### src/rtl/alu_mul_seq_pkg.sv
// Shared ALU opcode map and multiply sequencer state encoding.
// MUL_EARLY_EXIT_EN enables the ALIGN early-exit path in the sequencer.
package alu_mul_seq_pkg;

   localparam logic [3:0] ALU_OP_ADD  = 4'b0000;
   localparam logic [3:0] ALU_OP_SUB  = 4'b0001;
   localparam logic [3:0] ALU_OP_AND  = 4'b0010;
   localparam logic [3:0] ALU_OP_OR   = 4'b0011;
   localparam logic [3:0] ALU_OP_XOR  = 4'b0100;
   localparam logic [3:0] ALU_OP_SLL  = 4'b0101;
   localparam logic [3:0] ALU_OP_SRL  = 4'b0110;
   localparam logic [3:0] ALU_OP_SRA  = 4'b0111;
   localparam logic [3:0] ALU_OP_SLT  = 4'b1000;
   localparam logic [3:0] ALU_OP_SLTU = 4'b1001;

   localparam int ITER = 32;

   typedef enum logic [1:0] {
      IDLE  = 2'd0,
      RUN   = 2'd1,
      DONE  = 2'd2,
      ALIGN = 2'd3
   } mul_state_t;

endpackage

### src/rtl/alu_mul_seq_shift.sv
// Shift-add datapath: sum select, {hi,lo} shift, optional barrel align.
// MUL_EARLY_EXIT_EN adds the align shifter.
module mul_shift_unit (
   input  logic [31:0] hi,
   input  logic [31:0] lo,
   input  logic [31:0] alu_out,
   input  logic        alu_c,
`ifdef MUL_EARLY_EXIT_EN
   input  logic [5:0]  shamt,
   output logic [63:0] aligned,
`endif
   output logic [31:0] hi_nx,
   output logic [31:0] lo_nx
);

   logic [32:0] sum33;

   // The 33rd bit comes only from the ALU carry so full-range products stay exact.
   assign sum33 = lo[0] ? {alu_c, alu_out} : {1'b0, hi};
   assign hi_nx = sum33[32:1];
   assign lo_nx = {sum33[0], lo[31:1]};

`ifdef MUL_EARLY_EXIT_EN
   assign aligned = {hi, lo} >> shamt;
`endif

endmodule

### src/rtl/alu_mul_seq.sv
// Multi-cycle 32x32 unsigned shift-add multiplier driving the shared ALU.
// MUL_EARLY_EXIT_EN enables the ALIGN early-exit path.
module alu_mul_seq
   import alu_mul_seq_pkg::*;
(
   input  logic        clk,
   input  logic        reset,
   input  logic        start,
   input  logic [31:0] mcand,
   input  logic [31:0] mplier,
   output logic        busy,
   output logic        done,
   output logic [63:0] product,
   output logic        z_flag,
   output logic [31:0] alu_a,
   output logic [31:0] alu_b,
   output logic [3:0]  alu_op,
   input  logic [31:0] alu_out,
   input  logic        alu_c
);

   mul_state_t  state, state_nx;
   logic [31:0] hi, lo, mcand_r;
   logic [5:0]  count;
   logic [31:0] hi_run, lo_run;

`ifdef MUL_EARLY_EXIT_EN
   logic [5:0]  shamt;
   logic [63:0] aligned;
   logic [31:0] rest_mask;
   logic        rest_zero;

   // Bits of lo still holding unprocessed multiplier bits after this iteration.
   assign rest_mask = 32'hFFFF_FFFF >> (count + 6'd1);
   assign rest_zero = (lo_run & rest_mask) == 32'd0;
   assign shamt     = 6'(ITER) - count;
`endif

   mul_shift_unit u_shift (
      .hi      (hi),
      .lo      (lo),
      .alu_out (alu_out),
      .alu_c   (alu_c),
`ifdef MUL_EARLY_EXIT_EN
      .shamt   (shamt),
      .aligned (aligned),
`endif
      .hi_nx   (hi_run),
      .lo_nx   (lo_run)
   );

   assign busy = (state != IDLE);
   assign done = (state == DONE);

   always_comb begin
      state_nx = state;
      alu_a    = 32'd0;
      alu_b    = 32'd0;
      alu_op   = ALU_OP_ADD;
      case (state)
         IDLE: begin
            if (start) begin
`ifdef MUL_EARLY_EXIT_EN
               state_nx = (mplier == 32'd0) ? ALIGN : RUN;
`else
               state_nx = RUN;
`endif
            end
         end
         RUN: begin
            alu_a = hi;
            alu_b = mcand_r;
            if (count == 6'(ITER - 1))
               state_nx = DONE;
`ifdef MUL_EARLY_EXIT_EN
            else if (rest_zero)
               state_nx = ALIGN;
`endif
         end
         ALIGN:   state_nx = DONE;
         DONE:    state_nx = IDLE;
         default: state_nx = IDLE;
      endcase
   end

   always_ff @(posedge clk) begin
      if (reset) begin
         state   <= IDLE;
         hi      <= 32'd0;
         lo      <= 32'd0;
         mcand_r <= 32'd0;
         count   <= 6'd0;
         product <= 64'd0;
         z_flag  <= 1'b0;
      end else begin
         state <= state_nx;
         case (state)
            IDLE: begin
               if (start) begin
                  mcand_r <= mcand;
                  hi      <= 32'd0;
                  lo      <= mplier;
                  count   <= 6'd0;
               end
            end
            RUN: begin
               hi    <= hi_run;
               lo    <= lo_run;
               count <= count + 6'd1;
               if (state_nx == DONE) begin
                  product <= {hi_run, lo_run};
                  z_flag  <= ({hi_run, lo_run} == 64'd0);
               end
            end
`ifdef MUL_EARLY_EXIT_EN
            ALIGN: begin
               hi      <= aligned[63:32];
               lo      <= aligned[31:0];
               product <= aligned;
               z_flag  <= (aligned == 64'd0);
            end
`endif
            default: ;
         endcase
      end
   end

endmodule

### config.mk
export PLATFORM = sky130hd
export DESIGN_NAME = alu_mul_seq
export DESIGN_NICKNAME = d
export VERILOG_FILES = /design/src/rtl/alu_mul_seq_pkg.sv /design/src/rtl/alu_mul_seq_shift.sv /design/src/rtl/alu_mul_seq.sv
export SDC_FILE = /design/constraint.sdc
export NUM_CORES = 1
export LEC_CHECK = 0
export BUFFER_PORTS_ARGS = -buffer_cell sky130_fd_sc_hd__buf_2
export CORE_MARGIN = 2
export CORE_UTILIZATION = 30
export CTS_BUF_LIST = sky130_fd_sc_hd__clkbuf_16
export DETAILED_ROUTE_END_ITERATION = 8
export SLEW_MARGIN = 20
export SYNTH_ARGS = -nofsm -noshare
export SYNTH_HDL_FRONTEND = slang
export SYNTH_SLANG_ARGS = --single-unit
### constraint.sdc
create_clock -name clk -period 2.8 [get_ports clk]
set_input_delay 0.56 -clock clk [delete_from_list [all_inputs] [get_ports clk]]
set_output_delay 0.56 -clock clk [all_outputs]
set_load 0.02 [all_outputs]
### Word level (Yosys, flattened, before mapping)

Cells that the tools add are included.

| cells by class | value |
|---|---|
| add/subtract/negate cells | 1 |
| multipliers | 0 |
| divide/modulo/power cells | 0 |
| magnitude comparators | 0 |
| equal/unequal tests | 6 |
| shift-type cells | 0 |
| mux-type cells | 12 |
| bitwise operators | 0 |
| reduce and logical (&&, ||, !) cells | 7 |

Operators with widths:

| kind | number |
|---|---|
| $mux 32 | 4 |
| $pmux 32 s2 | 2 |
| $logic_not 64->1 | 1 |
| $mux 33 | 1 |
| $pmux 6 s2 | 1 |
| $pmux 2 s4 | 1 |
| $add 6x1->6 const B | 1 |
| $eq 2x2->1 const B | 3 |
| $eq 6x5->1 const B | 1 |
| $mux 6 | 1 |
| $reduce_and 2->1 | 3 |
| $mux 2 | 2 |
| $reduce_bool 2->1 | 2 |
| $eq 2x1->1 const B | 1 |
| $logic_not 2->1 | 1 |
| $ne 2x2->1 const B | 1 |

| storage, ports and cells | value |
|---|---|
| bits in registers | 169 |
| bits in latches | 0 |
| bits in writable memories | 0 |
| memory bits (read-only) | 0 |
| input bits | 100 |
| memories | 0 |

### Logic depth before layout (Yosys ltp)

| logic depth | value |
|---|---|
| depth in word-level cells | 5 |
| depth in mapped cells | 7 |

### Cells and area by module

From an unflattened synthesis, not the netlist that was laid out.

| second synthesis, totals | value |
|---|---|
| cell total of the unflattened synthesis | 953 |
| area total of the unflattened synthesis | 7596.0 µm² |

By module, submodules not included:

| module | instances | cells each | area an instance (µm²) |
|---|---|---|---|
| alu_mul_seq | 1 | 885 | 6816.5 |
| mul_shift_unit | 1 | 68 | 779.5 |

### Worst setup path before layout

No wires, ideal clock.

| path | value |
|---|---|
| kind | reg-to-output |
| start point | reg state[0] |
| end point | out alu_a[22] |
| arrival | 1.221 ns |
| setup slack | 1.019 ns |
| cell stages (with the launch flop) | 5 |
| path buffers | 2 |
| cells stage by stage | dfxtp_1 > nor2b_1 > buf_2 > clkbuf_1 > and2_1 |

| between the ends | value |
|---|---|
| cells in the longest elaborated chain, start to end | 2 |

Ends and longest elaborated chain:

| item | RTL line | text |
|---|---|---|
| start: declaration | alu_mul_seq.sv:22 | `mul_state_t state, state_nx;` |
| start signal: assignment | alu_mul_seq.sv:96 | `state <= state_nx;` |
| $eq 2x1->1 | alu_mul_seq.sv:60 | `case (state)` |
| $mux 32 | alu_mul_seq.sv:60 |  |
| end: declaration | alu_mul_seq.sv:15 | `output logic [31:0] alu_a,` |

No other way between the ends.

### Worst setup path after layout

| path | value |
|---|---|
| start point | reg state[0] |
| end point | out alu_b[11] |

| between the ends | value |
|---|---|
| cells in the longest elaborated chain, start to end | 2 |

Ends and longest elaborated chain:

| item | RTL line | text |
|---|---|---|
| $eq 2x1->1 | alu_mul_seq.sv:60 |  |
| $mux 32 | alu_mul_seq.sv:60 |  |
| end: declaration | alu_mul_seq.sv:16 | `output logic [31:0] alu_b,` |

No other way between the ends.

==> run metrics <==
status=completed; Distinct cells, synth=40; Hold Path End=mcand_r[6]; antenna-violating nets left=0; Worst Path Arrival=1.78 ns; Routed WL=22.3 mm; GRT overflow=0; first-pass GRT wire length=35.0 mm; DIE AREA=25,900 um2; Die X=161 um; First-pass DRT Iterations=5; Avg Cell Area, Syn=8.14 um2; Vias per Instance=4.87; # IOs=235; Fmax=428 MHz; Die H=161 um; Skew-Pair Late Insertion Delay=0.43 ns; number of global-route vias before repair=6,409; met3 GRT Util=3.38%; core region area=24,200 um2; met1 Use GR=23.6%; max cap viols=0; share of cells above drive strength 1=28.2%; EDFF count, synth=0; Final Hold Viols=0; final setup TNS=0 ns; Synth Warn #=0; initial antenna violation count=1; gr busiest metal=met2; nets@finish=1,195; gp weighted congestion=0.865; Worst R2R Start=lo[0]; GR Util met2=25.5%; # hold bufs at CTS=0; ranking of synthesized cells by area=dfxtp_1 (46%), nor2_1 (10%), nand2_1 (6.9%), and2_1 (5.4%), nor4_2 (5.1%); Pwr Total=5.67 mW; min-delay src=mcand[6]; Synth async-reset ratio=0%; max-slew violations=0; DRC Markers=0; largest net degree at the start of global routing=87; unrepaired setup endpoints after global routing=no; post-CTS sizing=0; Slew headroom=52.9%; Initial Utilization=30.4%; top_reg_cell synth=dfxtp_1; Via Count=6,967; Worst-Margin Slew=0.700 ns; critical path capture point type=primary output; Area Overhead vs Synth=26.0%; final setup fails=0; HPWL Detailed=15.3 mm; Seq/Total Area, Yosys=45.8%; crit path kind=register to primary output; TritonCTS buffer count=17; Cell Area, Synth=7380 um2; power per cell area=610 nW/um2; root buf cell=clkbuf_16; number of buffers added on ports=230; #FFs+latches synth=169; Critical Path RT=2.24 ns; CTS clock-pin slew for the worst setup and hold paths=0.06 ns; Post CTS Setup Buffer Count=0; Worst setup SP type=register; worst-path maximum fanout=74; worst reg2reg endpoint=z_flag; post-DR wirelength/cell=15.6 um; clock sink total=169; internal reg-to-reg setup slack=0.79 ns; CTS tree=yes; H-tree levels=4; hold depth=3; Fin Hold WS=0.369 ns; Cell Count, Final, Fillers Out=1,431; row count=57; Tot GR Track Use=16.8%; static leakage=3.93 nW; initial drt markers=559; Fin Clk Skew=0.0116 ns; top-area cell type share of the netlist area=45.8%; maximum clock insertion buffer count=2; area leader, netlist=dfxtp_1; min Tclk post-route=2.34 ns; R2R cell count=5; fin util=38.4%; HP Class=input pin to register; Post-Synthesis Cells=907; Final period util=83.4%; Worst VDD drop=0.000361 V; Placed Cells=1,399
-- kinds of logic after synthesis --
logic type,after synthesis,synth area share (%)
and+or+nand+nor,481,32.4
DFF,169,45.8
AOI/OAI and AO/OA,145,11.6
buffers and inverters,78,5.54
muxes,32,4.37
adders and majority gates,1,0.169
other,1,0.0508
-- state kept, by name, indices dropped and copies added (netlist names) --
signal	flops
hi	32
z_flag	1
state	2
product	64
mcand_r	32
count	6
lo	32
-- cell usage after synthesis, drive strengths merged, types with 2 or more instances --
| master | instances |
|---|---|
| nand4 | 4 |
| a31oi | 31 |
| nor3 | 4 |
| dfxtp | 169 |
| nor2b | 3 |
| buf | 46 |
| nor4 | 50 |
| o21ai | 4 |
| mux2 | 2 |
| mux2i | 30 |
| nand3 | 7 |
| a211oi | 31 |
| nor2 | 198 |
| nand3b | 3 |
| nand2b | 2 |
| and2 | 64 |
| a311oi | 2 |
| a21oi | 74 |
| or4 | 5 |
| nand2 | 137 |
| clkbuf | 31 |
-- area by class of cell --
type                            instances  area [um2]
Fill cell                            2542       14900
Antenna cell                            1        2.50
Timing Repair Buffer                  242        1300
Sequential cell                       169        3380
Clock inverter                         14         173
Inverter                                1        3.75
Tap cell                              324         405
Multi-Input combinational cell        663        3610
Clock buffer                           17         425
-- layout by cell type, fill, tap and decap left out, types with 2 or more instances in the layout --
cell type   instances
nand3_1             6
buf_4               8
nor4_1             20
dfxtp_1           168
a21oi_1            74
nand2_1           136
or4_1               5
a31oi_1            31
nand3b_1            3
nand4_1             4
mux2_2              2
buf_2             229
conb_1              4
nor2_1            197
inv_8               2
nor3_1              3
nor2b_1             2
clkinvlp_4          4
clkbuf_16          17
bufinv_16           3
clkinv_1            2
a311oi_1            2
and2_1             64
buf_12              4
o21ai_0             3
nor4_2             30
a211oi_1           31
mux2i_1            30
-- critical path: stages (launching register included) --
cell and delay (ns):
dfxtp_1 0.47, nor2b_4 0.22, buf_12 0.26, and2_1 0.18, buf_2 0.17
-- through the flow --
| step | area [um2] | worst slack, ns |
|---|---|---|
| 6_report | 9300 | 0.465 |
| 4_1_cts | 9300 | 0.448 |
| 2_1_floorplan | 7390 | 1.02 |
| 5_1_grt | 9300 | 0.376 |
| 3_3_place_gp | 8700 | 0.741 |
| 3_5_place_dp | 8700 | 0.789 |
-- power by group --
group | total (mW) | switching [mW] | internal, mW
Combinational | 0.654 | 0.413 | 0.242
Sequential | 2.59 | 0.0926 | 2.49
Clock | 2.43 | 1.02 | 1.41
Total | 5.67 | 1.53 | 4.14
-- routing by layer --
metal	up-vias	part of all wire, %	wire length [um]
li1	3445	-	-
met1	3293	47	10500
met2	200	45	10100
met3	29	5.6	1250
met4	0	2.3	512
met5	-	0	0
-- how the worst max path moves through the flow --
stage,from,to,slack (ns),cells past startpoint
floorplan,state[0],alu_a[22],1.02,4
global placement,start,count[2],0.74,6
detailed placement,start,count[2],0.79,6
CTS,state[0],alu_a[31],0.45,4
global route,state[0],alu_b[14],0.38,4
finish,state[0],alu_b[11],0.46,4
Power figures use the tool's default switching activity.
